$ cat src/rtl/branch_redirect_ctrl.sv
// branch_redirect_ctrl: resolves branch/jump ops, issues PC redirect,
// link writeback and a counted fetch/decode flush.
module branch_redirect_ctrl #(
    parameter int unsigned FLUSH_CYCLES = 2,
    parameter int unsigned CNT_W        = 16
) (
    input  logic             clk,
    input  logic             rst,
    input  logic             br_valid,
    output logic             br_ready,
    input  logic [2:0]       br_fun3,
    input  logic             br_is_jal,
    input  logic             br_is_jalr,
    input  logic [31:0]      br_pc,
    input  logic [31:0]      br_rs1,
    input  logic [31:0]      br_rs2,
    input  logic [31:0]      br_imm,
    input  logic             kill,
    output logic             redirect_vld,
    output logic [31:0]      redirect_pc,
    output logic             flush,
    output logic             link_vld,
    output logic [31:0]      link_data,
    output logic             misalign_err,
    output logic             illegal_err,
    output logic [CNT_W-1:0] taken_cnt
);

    typedef enum logic [1:0] {
        S_IDLE,
        S_EVAL,
        S_FLUSH
    } state_t;

    typedef struct packed {
        logic [31:0] pc;
        logic [31:0] rs1;
        logic [31:0] rs2;
        logic [31:0] imm;
        logic [2:0]  fun3;
        logic        jal;
        logic        jalr;
    } br_op_t;

    localparam int FW = (FLUSH_CYCLES > 1) ? $clog2(FLUSH_CYCLES) : 1;
    localparam logic [FW-1:0] FLAST = FW'(FLUSH_CYCLES - 1);

    state_t          state_q;
    state_t          state_d;
    br_op_t          op_q;
    logic [FW-1:0]   fcnt_q;

    logic            accept;
    logic            cond;
    logic            bad_fun3;
    logic            is_jump;
    logic            illegal_op;
    logic            taken;
    logic [31:0]     sum_pc;
    logic [31:0]     sum_rs;
    logic [31:0]     target;
    logic            misal;
    logic            evaling;
    logic            issue;

    assign br_ready = (state_q == S_IDLE);
    assign flush    = (state_q == S_FLUSH);
    assign accept   = br_ready && br_valid && !kill;

    // branch condition decode from the latched fun3
    always_comb begin
        cond     = 1'b0;
        bad_fun3 = 1'b0;
        unique case (op_q.fun3)
            3'b000: cond = (op_q.rs1 == op_q.rs2);
            3'b001: cond = (op_q.rs1 != op_q.rs2);
            3'b100: cond = ($signed(op_q.rs1) < $signed(op_q.rs2));
            3'b101: cond = !($signed(op_q.rs1) < $signed(op_q.rs2));
            3'b110: cond = (op_q.rs1 < op_q.rs2);
            3'b111: cond = !(op_q.rs1 < op_q.rs2);
            3'b010,
            3'b011: bad_fun3 = 1'b1;
        endcase
    end

    // target calculation and resolution of the op in EVAL
    always_comb begin
        is_jump    = op_q.jal || op_q.jalr;
        illegal_op = bad_fun3 && !is_jump;
        taken      = is_jump || (cond && !illegal_op);
        sum_pc     = op_q.pc + op_q.imm;
        sum_rs     = op_q.rs1 + op_q.imm;
        target     = op_q.jalr ? (sum_rs & 32'hFFFF_FFFE) : sum_pc;
        misal      = taken && (target[1:0] != 2'b00);
        evaling    = (state_q == S_EVAL) && !kill;
        issue      = evaling && taken && !misal;
    end

    // next-state logic; kill wins over normal progress
    always_comb begin
        state_d = state_q;
        unique case (state_q)
            S_IDLE: begin
                if (accept) state_d = S_EVAL;
            end
            S_EVAL: begin
                if (kill)       state_d = S_IDLE;
                else if (issue) state_d = S_FLUSH;
                else            state_d = S_IDLE;
            end
            S_FLUSH: begin
                if (kill || fcnt_q == '0) state_d = S_IDLE;
            end
            default: state_d = S_IDLE;
        endcase
    end

    // state register
    always_ff @(posedge clk) begin
        if (rst) state_q <= S_IDLE;
        else     state_q <= state_d;
    end

    // operand capture on handshake
    always_ff @(posedge clk) begin
        if (rst) begin
            op_q <= '0;
        end else if (accept) begin
            op_q.pc   <= br_pc;
            op_q.rs1  <= br_rs1;
            op_q.rs2  <= br_rs2;
            op_q.imm  <= br_imm;
            op_q.fun3 <= br_fun3;
            op_q.jal  <= br_is_jal;
            op_q.jalr <= br_is_jalr;
        end
    end

    // remaining flush cycles after the current one
    always_ff @(posedge clk) begin
        if (rst)                         fcnt_q <= '0;
        else if (issue)                  fcnt_q <= FLAST;
        else if (flush && fcnt_q != '0)  fcnt_q <= fcnt_q - 1'b1;
    end

    // registered single-cycle result pulses
    always_ff @(posedge clk) begin
        if (rst) begin
            redirect_vld <= 1'b0;
            redirect_pc  <= '0;
            link_vld     <= 1'b0;
            link_data    <= '0;
            misalign_err <= 1'b0;
            illegal_err  <= 1'b0;
        end else begin
            redirect_vld <= issue;
            link_vld     <= issue && is_jump;
            misalign_err <= evaling && misal;
            illegal_err  <= evaling && illegal_op;
            if (issue) redirect_pc <= target;
            if (issue && is_jump) link_data <= op_q.pc + 32'd4;
        end
    end

    // saturating count of issued redirects
    always_ff @(posedge clk) begin
        if (rst)                              taken_cnt <= '0;
        else if (issue && taken_cnt != '1)    taken_cnt <= taken_cnt + 1'b1;
    end

endmodule
$ cat config.mk
export PLATFORM = sky130hd
export DESIGN_NAME = branch_redirect_ctrl
export DESIGN_NICKNAME = d
export VERILOG_FILES = /design/src/rtl/branch_redirect_ctrl.sv
export SDC_FILE = /design/constraint.sdc
export NUM_CORES = 1
export LEC_CHECK = 0
export ABC_CLOCK_PERIOD_IN_PS = 4300
export BUFFER_PORTS_ARGS = -buffer_cell sky130_fd_sc_hd__buf_2
export CORE_ASPECT_RATIO = 1.1
export CORE_MARGIN = 4
export CORE_UTILIZATION = 45
export CTS_CLUSTER_DIAMETER = 50
export CTS_CLUSTER_SIZE = 10
export DETAILED_ROUTE_END_ITERATION = 8
export PLACE_DENSITY_LB_ADDON = 0.2
export REMOVE_ABC_BUFFERS = 1
export SLEW_MARGIN = 30
export SYNTH_ARGS = -nofsm -noshare
export SYNTH_HDL_FRONTEND = slang
export SYNTH_SLANG_ARGS = --single-unit
$ cat constraint.sdc
create_clock -name clk -period 4.3 [get_ports clk]
set_clock_uncertainty 0.2 [all_clocks]
set_input_delay 0.86 -clock clk [delete_from_list [all_inputs] [get_ports clk]]
set_output_delay 0.86 -clock clk [all_outputs]
set_load 0.02 [all_outputs]
==> impl_metrics.tcl, run 1 <==
set metrics [dict create \
    gp_congestion 0.9226 \
    synth_area_per_cell_um2 7.724 \
    critPathMaxFanout 20 \
    routed_via_density 5.428 \
    fp.dieArea_um2 30610 \
    synth_top_family_by_area "compound AO/OA/AOI/OAI gates" \
    rows 63 \
    tns_ns 0 \
    status "complete, no violations" \
    ys.flop_type "dfxtp_1" \
    ys_types 78 \
    required_ns 4.48 \
    r2r_start "op_q[5]$_SDFFE_PP0P_" \
    report.power.total_mw 5.054 \
    slew_viol_final 0 \
    path_class "reg -> reg" \
    max_freq_mhz 267.7 \
    cts_buffers 30 \
    final_util_pct 54.59 \
    grt_busiest_layer "met2" \
    cp-start-kind "register" \
    reg2regPathDepth 14 \
    syn2layout_area_growth_pct 18.36 \
    multi_input_area_um2 7564 \
    rrSetupSlack_ns 0.56 \
    n_antenna_cell 0 \
    grtUsageTotal_pct 21.84 \
    start_util_pct 46.12 \
    synthTopCellsByCount "341 x nand2_1, 220 x dfxtp_1, 217 x a21oi_1, 139 x nor2_1, 95 x ha_1" \
    die_w_um 167.2 \
    use_met1_pct 29.95 \
    critPathArrivalTime_ns 3.91 \
    hp-class "reg -> reg" \
    ir_drop_uv 237.9 \
    power.leakage_nw 6.313 \
    p_per_area_nw_per_um2 340.4 \
    remaining_drc_errors 0 \
    cts-root-buf "clkbuf_16" \
    synth_compound_area_share_pct 22.50 \
    numPortBuffers 222 \
    io_pins 223 \
    routed_wl_um 35110 \
    synth_top_area_share_pct 35.11 \
    die_height_um 183.1 \
    clockBufferDepth 3 \
    hpwlAfterDp_um 26470 \
    slew_headroom_pct 46.50 \
    timing.final.crit_share_pct 86.88 \
    whs_ns 0.2541 \
    fillers 2679 \
    yosysSeqAreaShare_pct 35.11 \
    drt_iter0_markers 709 \
    fin_nets 2049 \
    cpMaxStageDelayCell "fa_1" \
    synth_cells 1624 \
    hold_violations 0 \
    ctsHoldBuffers 0 \
    clkTransAtPathRegs_ns 0.05 \
    r2r_end "redirect_pc[28]$_SDFFE_PP0P_" \
    max_slew.worst_pin.slew_ns 0.7942 \
    vias 11860 \
    synthSimpleGateAreaFrac_pct 22.19 \
    worst_skew_pair.late_latency_ns 0.55 \
    synth_xor_area_share_pct 5.446 \
    htreeDepth 1 \
    ys_async_sr_fraction_pct 0 \
    grt_max_degree 93 \
    syn_area_um2 12540 \
    synth_seq_cells 220 \
    dr.pass1.iters 6 \
    rsz0062_at_grt "no" \
    wl_per_cell_um 16.08 \
    path_cells "ha_1 -> inv_1 -> fa_1 -> or3b_4 -> a2111oi_4 -> nand2_2 -> nor2_1 -> nand4_1 -> o311ai_4 -> buf_4 -> and4_1 -> o41ai_1 -> a21oi_1 -> a311oi_1" \
    setup.worst_path.end_class "register" \
    ys_warn_count 0 \
    regArea_um2 4405 \
    cp_slowest_stage_delay_ns 0.46 \
    yosys.area_share.adder_pct 9.796 \
    synth_top_cells_by_area "dfxtp_1 35%, nand2_1 10%, ha_1 9.5%, a21oi_1 8.7%, nor2_1 4.2%" \
    core_um2 27190 \
    synth.largest_area_cell "dfxtp_1" \
    max_cap_viol_count 0 \
    cts.sinks 220 \
    synth_edf_count 0 \
    final_layout_size_suffix_gt1_share_pct 17.02 \
    globalRoute.totalOverflow 0 \
    min_from "op_q[66]$_SDFFE_PP0P_" \
    grt_antenna_before_repair 0 \
    synthMuxAreaShare_pct 0.1596 \
    ctsResizeCount 0 \
    ant_nets 0 \
    hold_depth 2 \
    finalCriticalPeriod_ns 3.736 \
    use_met2_pct 35.88 \
    use_met3_pct 3.492 \
    grt_pass1_vias 11230 \
    grt_pass1_wl_um 56030 \
    cts_tree "done" \
    post_cts_buffers 0 \
    synth.most_common_cell "nand2_1" \
    setup_violations 0 \
    hold_path_end "op_q[66]$_SDFFE_PP0P_" \
]
metal layers:
layer / vias up / part of all wire (%)
met2: 291 / 45
met4: 0 / 2.5
met5: - / 0
met1: 5453 / 47
li1: 6057 / -
met3: 54 / 5.9
registers in the layout (all words and copies together) (netlist names):
name / flops
fcnt_q: 1
illegal_err: 1
link_data: 32
link_vld: 1
misalign_err: 1
op_q: 133
redirect_pc: 32
redirect_vld: 1
state_q: 2
taken_cnt: 16
power by group:
| part | internal [mW] | total [mW] | switching [mW] | leakage (nW) |
|---|---|---|---|---|
| combinational | 0.258 | 0.636 | 0.379 | 4.10 |
| clock | 1.34 | 2.24 | 0.897 | 0.427 |
| sequential | 2.11 | 2.18 | 0.0699 | 1.79 |
| total | 3.71 | 5.05 | 1.35 | 6.31 |
layout by cell type, fill, tap and decap left out, types with 35 or more instances in the layout:
cell type,count
dfxtp_1,219
a211oi_1,52
xor2_1,37
nor2_1,139
xnor2_1,41
nand3_1,35
ha_1,95
nand2_1,341
buf_2,221
o21ai_0,46
inv_1,71
a21oi_1,217
critical path, delay by kind of cell (launching register included):
family	cells	cell delay, ns
simple gates	5	0.99
compound gates	5	0.90
fa+ha+maj	2	0.66
buf+inv	2	0.41
flops	1	0.38
how the worst max path moves through the flow:
stage,start,endpoint
after floorplan,op_q[5]$_SDFFE_PP0P_,link_data[16]$_SDFFE_PP0P_
after global placement,op_q[5]$_SDFFE_PP0P_,redirect_pc[28]$_SDFFE_PP0P_
after detailed placement,op_q[5]$_SDFFE_PP0P_,redirect_pc[28]$_SDFFE_PP0P_
after CTS,op_q[5]$_SDFFE_PP0P_,redirect_pc[28]$_SDFFE_PP0P_
after global routing,op_q[5]$_SDFFE_PP0P_,redirect_pc[28]$_SDFFE_PP0P_
final,op_q[5]$_SDFFE_PP0P_,redirect_pc[28]$_SDFFE_PP0P_
stage by stage:
stage	setup WS, ns	cells	instance area, um^2
after floorplan	-0.1863	1544	12210
after global placement	0.6358	2140	13960
after detailed placement	0.5684	2140	13960
after CTS	0.5510	2184	14850
after global routing	0.3003	2184	14850
final	0.5641	2184	14850
logic make-up (layout without fill, tap and decap cells):
kind of cell    count (synthesis)  count (layout)
simple gates                  633             633
compound gates                443             443
flops                         220             220
buf+inv                       151             354
fa+ha+maj                      97              97
xor+xnor                       78              78
mux                             2               2
final cells by class:
cell class,instances,share of cell area [%]
clock buffers,38,5.604
clock inverters,6,0.3371
inverters,71,1.795
multi-input cells,1253,50.94
flip-flops and latches,220,29.67
well taps,357,3.009
repair buffers,239,8.638
No activity file was read; power rests on OpenSTA's default activity.
==> run 2: changes to the inputs <==
CORE_UTILIZATION = 57   (was 45)
==> impl_metrics.tcl, run 2 (synthesized netlist as in run 1, its figures left out) <==
set metrics [dict create \
    final_cell_mix "341 x nand2_1, 221 x buf_2, 219 x dfxtp_1" \
    final_layout_size_suffix_gt1_share_pct 16.38 \
    status "complete, no violations" \
    intPower_mw 3.515 \
    cp_slowest_stage_delay_ns 0.51 \
    fin_nets 2041 \
    setup.worst_path.end_class "register" \
    cts-root-buf "clkbuf_16" \
    drt_iter0_markers 730 \
    worst_skew_pair.late_latency_ns 0.53 \
    dr_wl_met2_um 15200 \
    largest_reg_flops 133 \
    grt_pass1_wl_um 54340 \
    io_pins 223 \
    slew_headroom_pct 38.35 \
    finalNonFillerCells 2103 \
    routed_wl_um 33360 \
    grt_max_degree 123 \
    critPathArrivalTime_ns 4.03 \
    dp_cells 2068 \
    path_cells "ha_1 -> inv_1 -> fa_1 -> or3b_4 -> a2111oi_4 -> nand2_2 -> o311ai_4 -> nor2b_1 -> nand4_1 -> xor2_1 -> nor2_1" \
    cp-start-kind "register" \
    core_um2 21510 \
    cts.sinks 220 \
    max_freq_mhz 259.6 \
    hold_violations 0 \
    vias 11880 \
    tns_ns 0 \
    switching_power_mw 1.259 \
    power.leakage_nw 6.221 \
    remaining_drc_errors 0 \
    critPathMaxFanout 7 \
    grtUsageTotal_pct 26.64 \
    start_util_pct 58.31 \
    globalRoute.totalOverflow 0 \
    ir_drop_uv 329.1 \
    cp_top_family "simple AND/OR/NAND/NOR gates" \
    layout.cells.most_common "nand2_1" \
    hp-class "reg -> reg" \
    setup_violations 0 \
    final_util_pct 67.83 \
    die_height_um 163.6 \
    rows 56 \
    htreeDepth 1 \
    highest_layer "met4" \
    max_slew.worst_pin.slew_ns 0.9248 \
    dr_wl_met3_um 2400 \
    path_class "reg -> reg" \
    crit_buf_inv 1 \
    gp_congestion 0.9155 \
    n_antenna_cell 0 \
    clockBufferDepth 3 \
    cts_buffers 27 \
    wl_met1_um 14960 \
    clkTransAtPathRegs_ns 0.05 \
    hpwlAfterDp_um 24940 \
    rsz0062_at_grt "no" \
    die_w_um 149.4 \
    finalCriticalPeriod_ns 3.852 \
    slew_viol_final 0 \
    required_ns 4.48 \
    swShare_pct 26.37 \
    fp.dieArea_um2 24450 \
    ant_nets 0 \
    report.power.total_mw 4.774 \
    dr.pass1.iters 8 \
    multi_input_area_um2 7565 \
    timing.final.crit_share_pct 89.58 \
    reg_top3 "op_q x133, link_data x32, redirect_pc x32" \
    routed_via_density 5.649 \
    fillers 1894 \
    p_clk_share_pct 41.2 \
    max_cap_viol_count 0 \
    cts_tree "done" \
    ctsHoldBuffers 0 \
    grt_pass1_vias 11210 \
    max_flop_register "op_q" \
    grt_antenna_before_repair 0 \
    syn2layout_area_growth_pct 16.33 \
    pwr-share-comb_pct 13.2 \
    power_frac_seq_pct 45.6 \
    p_per_area_nw_per_um2 327.2 \
    cpMaxStageDelayCell "o311ai_4" \
    wl_per_cell_um 15.86 \
    numPortBuffers 222 \
    regArea_um2 4405 \
]
[run 2: routing by layer]
layer / vias to the layer above / global-route usage, %
met1: 5419 / 36.73
met4: 0 / 7.407
met5: - / 0
met3: 59 / 3.774
li1: 6031 / -
met2: 371 / 43.77
[run 2: repair_timing]
| action | CTS | global route |
|---|---|---|
| endpoints found under the hold margin | 0 | 0 |
| endpoints found under the setup margin | 0 | 3 |
| gates resized for setup | 0 | 1 |
| setup buffers | 0 | 0 |
[run 2: worst reg2reg max path, cell delays in order, from the launching register on]
cell	delay (ns)
dfxtp_1	0.37
ha_1	0.21
inv_1	0.06
fa_1	0.47
or3b_4	0.39
a2111oi_4	0.46
nand2_2	0.13
o311ai_4	0.51
nor2b_1	0.47
nand4_1	0.20
xor2_1	0.17
nor2_1	0.05
[run 2: final timing paths]
check	from	endpoint	slack, ns	cells past startpoint
setup / recovery	op_q[5]$_SDFFE_PP0P_	taken_cnt[5]$_SDFFE_PP0P_	0.45	11
hold / removal	op_q[42]$_SDFFE_PP0P_	op_q[42]$_SDFFE_PP0P_	0.25	2
setup reg to reg	op_q[5]$_SDFFE_PP0P_	taken_cnt[5]$_SDFFE_PP0P_	0.45	11
hold reg to reg	op_q[42]$_SDFFE_PP0P_	op_q[42]$_SDFFE_PP0P_	0.25	2
[run 2: stage by stage]
step / hold slack (ns) / setup slack (ns) / instance area [um^2]
finish: 0.2527 / 0.4480 / 14590
global route: 0.2653 / 0.09036 / 14590
CTS: 0.2542 / 0.2682 / 14590
detailed placement: 0.2429 / 0.3353 / 13860
global placement: 0.2415 / 0.3402 / 13860
floorplan: 0.2303 / -0.1863 / 12210
[run 2: cell type report]
cell class	instances	area share [%]
inverter	71	1.826
tap	290	2.487
sequential	220	30.19
clock inverter	2	0.1115
clock buffer	33	4.922
multi-input combinational	1253	51.84
timing repair buffer	234	8.618
[run 2: power groups by stage]
stage                     logic [mW]  clock network [mW]  registers [mW]
after floorplan                0.398                   0            2.21
after global placement         0.611                   0            2.21
after detailed placement       0.623                   0            2.22
after CTS                      0.628                2.00            2.17
after global routing           0.709                2.08            2.18
final                          0.632                1.97            2.18
==> run 3: changes to the inputs <==
PLACE_DENSITY_LB_ADDON = 0.3   (was 0.2)
==> impl_metrics.tcl, run 3 (synthesized netlist as in run 1, its figures left out) <==
set metrics [dict create \
    status "complete, no violations" \
    n_antenna_cell 0 \
    slew_viol_final 0 \
    max_slew.worst_pin.slew_ns 1.154 \
    cts-root-buf "clkbuf_16" \
    multi_input_area_um2 7564 \
    worst_skew_pair.late_latency_ns 0.54 \
    fillers 1865 \
    switching_power_mw 1.310 \
    setup_violations 0 \
    slew_headroom_pct 21.07 \
    globalRoute.totalOverflow 0 \
    reg_top3 "op_q x133, link_data x32, redirect_pc x32" \
    grt_pass1_wl_um 55570 \
    power_frac_seq_pct 44.2 \
    grt_pass1_vias 11540 \
    swShare_pct 26.62 \
    pwr-share-comb_pct 12.9 \
    critPathArrivalTime_ns 4.35 \
    cp-start-kind "register" \
    max_freq_mhz 238.8 \
    fp.dieArea_um2 24450 \
    timing.final.crit_share_pct 97.40 \
    hp-class "reg -> reg" \
    fin_nets 2043 \
    remaining_drc_errors 0 \
    final_util_pct 68.15 \
    report.power.total_mw 4.923 \
    layout.cells.most_common "nand2_1" \
    rows 56 \
    setup.worst_path.end_class "register" \
    grt_max_degree 110 \
    ctsResizeCount 0 \
    path_class "reg -> reg" \
    max_flop_register "op_q" \
    clockBufferDepth 3 \
    drt_iter0_markers 693 \
    io_pins 223 \
    routed_via_density 5.744 \
    htreeDepth 1 \
    p_per_area_nw_per_um2 335.8 \
    required_ns 4.47 \
    routed_wl_um 34210 \
    wl_per_cell_um 16.22 \
    final_cell_mix "341 x nand2_1, 221 x buf_2, 219 x dfxtp_1" \
    numPortBuffers 222 \
    power.leakage_nw 6.257 \
    cts.sinks 220 \
    largest_reg_flops 133 \
    critPathMaxFanout 12 \
    core_um2 21510 \
    final_layout_size_suffix_gt1_share_pct 16.77 \
    max_cap_viol_count 0 \
    cts_buffers 28 \
    p_clk_share_pct 42.9 \
    intPower_mw 3.612 \
    gp_congestion 0.9567 \
    grt_antenna_before_repair 0 \
    ant_nets 0 \
    syn2layout_area_growth_pct 16.87 \
    post_cts_buffers 0 \
    clkTransAtPathRegs_ns 0.06 \
    vias 12120 \
    dr.pass1.iters 6 \
    rsz0062_at_grt "no" \
    ir_drop_uv 271.1 \
    hold_violations 0 \
    die_height_um 163.6 \
    grtUsageTotal_pct 27.41 \
    ctsHoldBuffers 0 \
    finalCriticalPeriod_ns 4.188 \
    die_w_um 149.4 \
    hpwlAfterDp_um 25230 \
    regArea_um2 4405 \
    start_util_pct 58.31 \
    cts_tree "done" \
]
run 3: cell types whose count changed in the layout (fill, tap and decap cells not counted), sizes merged:
cell      change
clkinvlp      +2
clkinv        +2
clkbuf        +2
buf           +1
inv           -1
run 3: stage by stage:
step                instances  hold WS [ns]  setup WS, ns  cell area (um^2)  TNS, ns
floorplan                1544        0.2303       -0.1863             12210   -4.590
global placement         2069        0.2441        0.5009             13840        0
detailed placement       2069        0.2469        0.3237             13840        0
CTS                      2109        0.2558        0.3031             14660        0
global route             2109        0.2669        0.1666             14660        0
finish                   2109        0.2544        0.1117             14660        0
run 3: per-layer routing:
metal	track usage (%)	wire length (um)	up-vias
met5	0	0	-
met4	9.405	1128	0
met3	4.051	2528	75
met2	45.29	15480	438
met1	36.73	15070	5563
li1	-	-	6039
run 3: power groups by stage:
stage	clock network, mW	registers, mW	logic, mW
2_1_floorplan	0	2.21	0.398
3_3_place_gp	0	2.21	0.608
3_5_place_dp	0	2.22	0.626
4_1_cts	2.14	2.17	0.631
5_1_grt	2.23	2.18	0.709
6_report	2.11	2.18	0.635
run 3: layout make-up:
class | count | area share [%]
Timing Repair Buffer | 235 | 8.459
Inverter | 71 | 1.818
Clock buffer | 35 | 5.300
Tap cell | 290 | 2.475
Multi-Input combinational cell | 1253 | 51.60
Sequential cell | 220 | 30.05
Clock inverter | 5 | 0.2987
run 3: worst paths after layout:
kind | startpoint | endpoint | slack, ns | cells past startpoint
max | op_q[48]$_SDFFE_PP0P_ | redirect_pc[28]$_SDFFE_PP0P_ | 0.11 | 12
min | link_data[3]$_SDFFE_PP0P_ | link_data[3]$_SDFFE_PP0P_ | 0.25 | 2
max reg2reg | op_q[48]$_SDFFE_PP0P_ | redirect_pc[28]$_SDFFE_PP0P_ | 0.11 | 12
min reg2reg | link_data[3]$_SDFFE_PP0P_ | link_data[3]$_SDFFE_PP0P_ | 0.25 | 2
run 3: critical path, stage by stage, from the launching register on:
cell	delay [ns]
dfxtp_1	0.33
inv_1	0.04
ha_1	0.31
nand4_1	0.21
a2111oi_0	1.04
o41ai_1	0.18
and3_4	0.26
o311ai_4	0.56
buf_4	0.31
and4_1	0.20
o41ai_1	0.08
a21oi_1	0.20
a311oi_1	0.07
